**config.mk**
```make
export PLATFORM = sky130hd
export DESIGN_NAME = reg_file_param
export DESIGN_NICKNAME = d
export VERILOG_FILES = /design/src/rtl/reg_file_param_pkg.sv /design/src/rtl/reg_file_clr_seq.sv /design/src/rtl/reg_file_param.sv
export SDC_FILE = /design/constraint.sdc
export NUM_CORES = 1
export LEC_CHECK = 0
export BUFFER_PORTS_ARGS = -buffer_cell sky130_fd_sc_hd__buf_2
export CAP_MARGIN = 25
export CORE_MARGIN = 2
export CORE_UTILIZATION = 48
export CTS_BUF_LIST = sky130_fd_sc_hd__clkbuf_2 sky130_fd_sc_hd__clkbuf_4 sky130_fd_sc_hd__clkbuf_8
export DETAILED_ROUTE_END_ITERATION = 8
export PLACE_DENSITY = 0.71
export SYNTH_ARGS = -nofsm -noshare
export SYNTH_HDL_FRONTEND = slang
export SYNTH_SLANG_ARGS = --single-unit
export TNS_END_PERCENT = 5
```
**constraint.sdc**
```tcl
create_clock -name clk -period 1.9 [get_ports clk]
set_clock_uncertainty 0.15 [all_clocks]
set_input_delay 0.57 -clock clk [delete_from_list [all_inputs] [get_ports clk]]
set_output_delay 0.57 -clock clk [all_outputs]
set_load 0.01 [all_outputs]
```
**src/rtl/reg_file_param_pkg.sv**
```systemverilog
// Shared types and defaults for the parametrised register file.
// The clear sequencer's state encoding lives here so the top and sub-module agree.
package reg_file_param_pkg;

  typedef enum logic {
    RfIdle     = 1'b0,
    RfClearing = 1'b1
  } rf_state_e;

  localparam int unsigned RfDefWidth = 4;
  localparam int unsigned RfDefNregs = 4;

  // Select width; never below one bit even for tiny register counts.
  function automatic int unsigned rf_addr_width(input int unsigned nregs);
    return ($clog2(nregs) < 1) ? 1 : $clog2(nregs);
  endfunction

endpackage

```
**src/rtl/reg_file_clr_seq.sv**
```systemverilog
// Clear-all sequencer: walks a counter over every register index, one per cycle,
// and holds BUSY for exactly NREGS cycles.
module reg_file_clr_seq
  import reg_file_param_pkg::*;
#(
  parameter int unsigned NREGS = RfDefNregs,
  parameter int unsigned AW    = rf_addr_width(NREGS)
) (
  input  logic          clk,
  input  logic          rst_n,
  input  logic          CLR,
  output logic          BUSY,
  output logic          clr_we,
  output logic [AW-1:0] clr_addr
);

  // Terminate on the last index rather than on wrap so odd register counts work.
  localparam logic [AW-1:0] LastIdx = AW'(NREGS - 1);

  rf_state_e     r_state, w_state_d;
  logic [AW-1:0] r_cnt, w_cnt_d;
  logic          r_busy, w_busy_d;

  always_ff @(posedge clk or negedge rst_n) begin
    if (!rst_n) begin
      r_state <= RfIdle;
      r_cnt   <= '0;
      r_busy  <= 1'b0;
    end else begin
      r_state <= w_state_d;
      r_cnt   <= w_cnt_d;
      r_busy  <= w_busy_d;
    end
  end

  always_comb begin
    w_state_d = r_state;
    w_cnt_d   = r_cnt;
    w_busy_d  = r_busy;
    clr_we    = 1'b0;
    clr_addr  = r_cnt;
    unique case (r_state)
      RfIdle: begin
        if (CLR) begin
          w_state_d = RfClearing;
          w_cnt_d   = '0;
          w_busy_d  = 1'b1;
        end
      end
      RfClearing: begin
        clr_we = 1'b1;
        if (r_cnt == LastIdx) begin
          w_state_d = RfIdle;
          w_cnt_d   = '0;
          w_busy_d  = 1'b0;
        end else begin
          w_cnt_d = r_cnt + 1'b1;
        end
      end
      default: w_state_d = RfIdle;
    endcase
  end

  assign BUSY = r_busy;

endmodule

```
**src/rtl/reg_file_param.sv**
```systemverilog
// NREGS x WIDTH register file: two combinational read ports, one write port,
// optional hardwired-zero R0, optional write-to-read bypass and a clear-all sequence.
module reg_file_param
  import reg_file_param_pkg::*;
#(
  parameter int unsigned WIDTH    = RfDefWidth,
  parameter int unsigned NREGS    = RfDefNregs,
  parameter bit          ZERO_REG = 1'b0,
  parameter bit          BYPASS   = 1'b0,
  localparam int unsigned AW      = rf_addr_width(NREGS)
) (
  input  logic             clk,
  input  logic             rst_n,
  input  logic [AW-1:0]    SEL_A,
  input  logic [AW-1:0]    SEL_B,
  input  logic [AW-1:0]    SEL_W,
  input  logic             WE,
  input  logic [WIDTH-1:0] DATA_IN,
  input  logic             CLR,
  output logic [WIDTH-1:0] OUT_A,
  output logic [WIDTH-1:0] OUT_B,
  output logic             BUSY
);

  logic [WIDTH-1:0] w_mem [NREGS];
  logic             w_clr_we;
  logic [AW-1:0]    w_clr_addr;
  logic             w_port_we;

  reg_file_clr_seq #(
    .NREGS (NREGS),
    .AW    (AW)
  ) u_clr_seq (
    .clk      (clk),
    .rst_n    (rst_n),
    .CLR      (CLR),
    .BUSY     (BUSY),
    .clr_we   (w_clr_we),
    .clr_addr (w_clr_addr)
  );

  // A clear request in the same cycle wins over the port write.
  always_comb begin
    w_port_we = WE && !BUSY && !CLR && (32'(SEL_W) < NREGS) &&
                !(ZERO_REG && (SEL_W == '0));
  end

  for (genvar gi = 0; gi < NREGS; gi++) begin : g_reg
    logic [WIDTH-1:0] r_q;

    always_ff @(posedge clk or negedge rst_n) begin
      if (!rst_n) begin
        r_q <= '0;
      end else if (w_clr_we && (w_clr_addr == AW'(gi))) begin
        r_q <= '0;
      end else if (w_port_we && (SEL_W == AW'(gi))) begin
        r_q <= DATA_IN;
      end
    end

    assign w_mem[gi] = r_q;
  end

  always_comb begin
    OUT_A = '0;
    OUT_B = '0;
    if ((32'(SEL_A) < NREGS) && !(ZERO_REG && (SEL_A == '0))) OUT_A = w_mem[SEL_A];
    if ((32'(SEL_B) < NREGS) && !(ZERO_REG && (SEL_B == '0))) OUT_B = w_mem[SEL_B];
    // Bypass only forwards writes that will actually land this edge.
    if (BYPASS && w_port_we && (SEL_A == SEL_W)) OUT_A = DATA_IN;
    if (BYPASS && w_port_we && (SEL_B == SEL_W)) OUT_B = DATA_IN;
  end

endmodule

```
==> Word-level counts from Yosys, hierarchy flattened <==
Index checks and enable logic that the tools add are counted.
{ "word_totals": {"inputBits": 14, "memories": 0, "out_inout_bits": 9, "mem_bits_rw": 0, "latch_bits": 0, "romBits": 0, "word_cells": 64, "reg_bits": 20} }
{ "classes": {"mul": 0, "addsub": 1, "bitwise_logic": 3, "n_shift": 0, "mux": 24, "eq_ne": 8, "n_lt_le_gt_ge": 2, "div": 0, "reduce_logical": 19} }
{ "ops": {"columns": ["op", "count"], "rows": [
  ["2-to-1 mux 4 bit", 12],
  ["binary-select mux 4 bit (select 2 bit)", 2],
  ["logical AND 1 bit", 10],
  ["== test 2 bit (second input constant)", 4],
  ["nonzero test 2 bit", 4],
  ["greater-or-equal comparator 3 bit (second input constant)", 2],
  ["inverter 2 -> 3 bit", 2],
  ["2-to-1 mux 1 bit", 5],
  ["== test 2 x 1 -> 1 bit (second input constant)", 2],
  ["logical NOT 2 bit", 2],
  ["2-to-1 mux 2 bit", 2],
  ["!= test 2 bit (second input constant)", 2],
  ["case mux 1 bit (2 select lines)", 2],
  ["case mux 2 bit (2 select lines)", 1],
  ["adder 2 x 1 -> 2 bit (second input constant)", 1],
  ["logical NOT 1 bit", 2],
  ["AND reduction 2 bit", 1],
  ["inverter 1 bit", 1]
]} }

==> Depth between registers and ports, before layout <==
{ "depth": {"depth_word": 6, "depth_mapped": 5, "ltp_nobuf": 5} }

==> Modules after synthesis <==
Synthesis repeated with hierarchy kept, for this count alone.
{ "hier_totals": {"hier_cells": 99, "hier_area_um2": 1174.9} }
{ "by_module_without_submodules": {"columns": ["mod", "area_per_inst_um2", "seq_area_each_um2", "n_inst", "cells_per_inst"], "rows": [
  ["reg_file_param", 1002.2, 400.4, 1, 85],
  ["reg_file_clr_seq", 172.7, 100.1, 1, 14]
]} }

==> Worst setup path before layout <==
Ideal clock, no wire load.
{ "synth_path": {"path_kind": "input to output", "startpoint": "input port SEL_A[0]", "endpoint": "output port OUT_A[0]", "cell_stages": 1, "arrival_ns": 1.076, "t_required_ns": 1.180, "slack_ns": 0.104, "cell_sequence": "mux4_2"} }
{ "synth_between": {"elab_chain_len": 4} }
{ "synth_lines": {"columns": ["element", "line", "rtl"], "rows": [
  ["from (decl)", "reg_file_param.sv:14", "input logic [AW-1:0] SEL_A,"],
  ["inverter 2 -> 3 bit (implied by the code)", "reg_file_param.sv:67", "if ((32'(SEL_A) < NREGS) && !(ZERO_REG && (SEL_A == '0))) OUT_A = w_mem[SEL_A];"],
  ["binary-select mux 4 bit (select 2 bit)", "reg_file_param.sv:67", null],
  ["2-to-1 mux 4 bit (implied by the code) (2 in a row)", "reg_file_param.sv:67", null],
  ["to (decl)", "reg_file_param.sv:20", "output logic [WIDTH-1:0] OUT_A,"]
]} }
No other way between the ends. The select of a mux whose other input is x is not followed.

==> Worst setup path after layout <==
{ "layout_path": {"startpoint": "register g_reg[3].r_q[1]", "endpoint": "output port OUT_B[1]"} }
{ "layout_between": {"elab_chain_len": 3} }
{ "layout_lines": {"columns": ["element", "line", "rtl"], "rows": [
  ["from (decl)", "reg_file_param.sv:49", "logic [WIDTH-1:0] r_q;"],
  ["from (signal assigned)", "reg_file_param.sv:53", "r_q <= '0;"],
  ["from (signal assigned)", "reg_file_param.sv:55", "r_q <= '0;"],
  ["from (signal assigned)", "reg_file_param.sv:57", "r_q <= DATA_IN;"],
  ["binary-select mux 4 bit (select 2 bit)", "reg_file_param.sv:68", "if ((32'(SEL_B) < NREGS) && !(ZERO_REG && (SEL_B == '0))) OUT_B = w_mem[SEL_B];"],
  ["2-to-1 mux 4 bit (implied by the code) (2 in a row)", "reg_file_param.sv:68", null],
  ["to (decl)", "reg_file_param.sv:21", "output logic [WIDTH-1:0] OUT_B,"]
]} }
No other way between the ends. The select of a mux whose other input is x is not followed.

==> run summary <==
via count - 917
Place WS - -0.238 ns
IR drop worst, VDD - 672 µV
post-DP HPWL - 2020 µm
Pwr per Cell Area - 1050 nW/µm²
Synth cell types - 22
site row count - 17
Worst Setup End Kind - primary output
r2r setup slk - 0.17 ns
status - finished with violations
Startpoint Class - flip-flop
Hold Path Class - in -> async
IO Port Bufs - 22
Tmin final - 2.07 ns
Synth Net Count - 122
Final Core Density - 0.610
Initial DRC Count - 24
clock transition at the registers of the reported paths - 0.10 ns
Synth Cell Area - 1150 µm²
final count of negative-setup-slack endpoints - 8
total global-route track usage - 0.217
violated checks - negative setup slack
wire per inst - 16.5 µm
Seq/Total Area, Yosys - 0.435
fin nets - 149
residual DRC count - 0
GRT Residual Overflow - 0
layout cells sized above 1 - 0.318
CP Max Fanout - 3
Rel. slew slack - 0.709
final RePlAce weighted congestion - 0.833
unrepaired setup endpoints after global routing - true
CP required - 1.18 ns
crit-path cells - mux4_2, buf_6
Yosys warnings - 0
Fmax - 482 MHz
vias in the first global route - 898
area share of the largest cell type after synthesis - 0.435
top post-synthesis cells by area - dfrtp_1 44%, mux4_2 16%, o211ai_1 10%
CP Buf/Inv Count - 1
chip width - 52.9 µm
initial core utilization - 0.515
cell count along the critical path - 2
Top delay family on crit path - multiplexers
first-pass GRT wire length - 4280 µm
slowest stage delay, CP - 0.50 ns
chip height - 52.9 µm
CTS tree - yes
CTS sink cnt - 20
CTS Root Cell - clkbuf_4
Critical Path AT - 1.35 ns
worst setup margin - -0.174 ns
Avg Inst Size Synth - 11.1 µm²
core area - 2230 µm²
endpoints failing hold - 0
final wirelength - 2600 µm
Mapped Cells - 104
Clock Path Buffers - 2
CP max stage cell - mux4_2
H-Tree Depth - 1
Seq cells post-synth - 20
critical path class - reg -> out
Top Ports - 23
die area - 2800 µm²
clk_lat worst skew - 0.29 ns
synthesis-to-finish area growth - 18.4%
via density per instance - 5.84
initial antenna violation count - 0
fin crit share - 1.09
largest net degree at the start of global routing - 21
leakage - 0.634 nW
# hold bufs at CTS - 0
first-pass iteration count of the detailed router - 4
number of diodes - 0
cell taking the most area after synthesis - dfrtp_1
ANT nets after route - 0
Worst R2R Path Depth - 3
maxcap violations - 0
TritonCTS buffer count - 3
Worst-Margin Slew - 0.437 ns
max-slew violation count - 0
[cell usage in the layout, fill, tap and decap left out, drive strengths merged]
cell | netlist | final
nand4bb | 1 | 1
o211ai | 16 | 16
dfrtp | 20 | 20
buf | 2 | 27
clkbuf | 3 | 3
o22ai | 1 | 1
or2 | 2 | 2
inv | 3 | 3
nor2 | 1 | 1
a21o | 1 | 1
mux4 | 8 | 8
nand2 | 21 | 21
nor3 | 1 | 1
o21ai | 8 | 8
or4b | 1 | 1
o21a | 1 | 1
clkinv | 1 | 1
ha | 4 | 4
o31ai | 9 | 9
[cells in the mapped netlist]
cell type,instances
a21o_1,1
buf_2,1
buf_6,1
clkbuf_1,3
clkinv_1,1
dfrtp_1,20
ha_1,4
inv_1,3
mux4_2,8
nand2_1,21
nand4bb_1,1
nor2_1,1
nor3_1,1
o211ai_1,16
o21a_1,1
o21ai_0,4
o21ai_1,4
o22ai_1,1
o31ai_1,9
or2_2,1
or2_4,1
or4b_4,1
[worst register-to-register path, stage by stage (launching register included)]
cell     delay (ns)
dfrtp_1        0.43
or4b_4         0.64
buf_4          0.18
o31ai_1        0.23
[metrics by stage]
| stage | power, mW | TNS (ns) | area (µm²) | hold WS [ns] | cells |
|---|---|---|---|---|---|
| floorplan | 1.03 | 0 | 1150 | 0.124 | 104 |
| global placement | 1.18 | -1.58 | 1310 | 0.377 | 154 |
| detailed placement | 1.21 | -1.86 | 1310 | 0.389 | 154 |
| CTS | 1.42 | -1.32 | 1340 | 0.0604 | 157 |
| global route | 1.54 | -1.46 | 1360 | 0.0747 | 157 |
| finish | 1.43 | -1.23 | 1360 | 0.0509 | 157 |
[state kept, by name, summed over array words and instances, names as in the netlist]
register	flops
g.r_q	16
u_clr_seq.BUSY	1
u_clr_seq.clr_addr	2
u_clr_seq.r_state	1
[cell families (layout without fill, tap and decap cells)]
family                   after synthesis  in the layout  share of synthesized area
flip-flops                            20             20                      0.435
buffers and inverters                  9             34                     0.0370
AND/OR/NAND/NOR                       27             27                      0.111
adder cells (fa/ha/maj)                4              4                     0.0435
AO/OA/AOI/OAI                         36             36                      0.217
multiplexers                           8              8                      0.157
[timing repair]
item | 4_1_cts | 5_1_grt
endpoints found under the setup margin | 8 | 8
resized for setup | 3 | 4
buffers inserted | 0 | 0
[path summary, 6_finish.rpt]
kind | from | end
max | g_reg[3].r_q[1]$_DFFE_PN0P_ | OUT_B[1]
min | rst_n | g_reg[0].r_q[1]$_DFFE_PN0P_
max reg2reg | u_clr_seq.BUSY$_DFFE_PN0P_ | g_reg[0].r_q[0]$_DFFE_PN0P_
min reg2reg | g_reg[3].r_q[3]$_DFFE_PN0P_ | g_reg[3].r_q[3]$_DFFE_PN0P_
max in group asynchronous | rst_n | g_reg[1].r_q[3]$_DFFE_PN0P_
min in group clk | DATA_IN[0] | g_reg[1].r_q[0]$_DFFE_PN0P_
[final cells by class]
class / instances / area [µm²]
fill: 200 / 872
timing repair buffer: 27 / 181
clock buffer: 3 / 22.5
sequential: 20 / 500
multi-input combinational: 75 / 607
inverter: 4 / 15.0
tap: 28 / 35.0
[routing by layer]
metal  vias to the layer above  GRT usage  routed length, µm
met4                         0      0.115                 87
met1                       427      0.273               1180
li1                        454          -                  -
met5                         -          0                  0
met2                        28      0.363               1210
met3                         8     0.0282                123
[power breakdown]
group / switching, mW / internal, mW / leakage, nW
Sequential: 0.111 / 0.539 / 0.266
Clock: 0.117 / 0.0737 / 0.0138
Combinational: 0.320 / 0.264 / 0.354
Total: 0.549 / 0.877 / 0.634
Note: power is estimated with default switching activity, not from simulation.
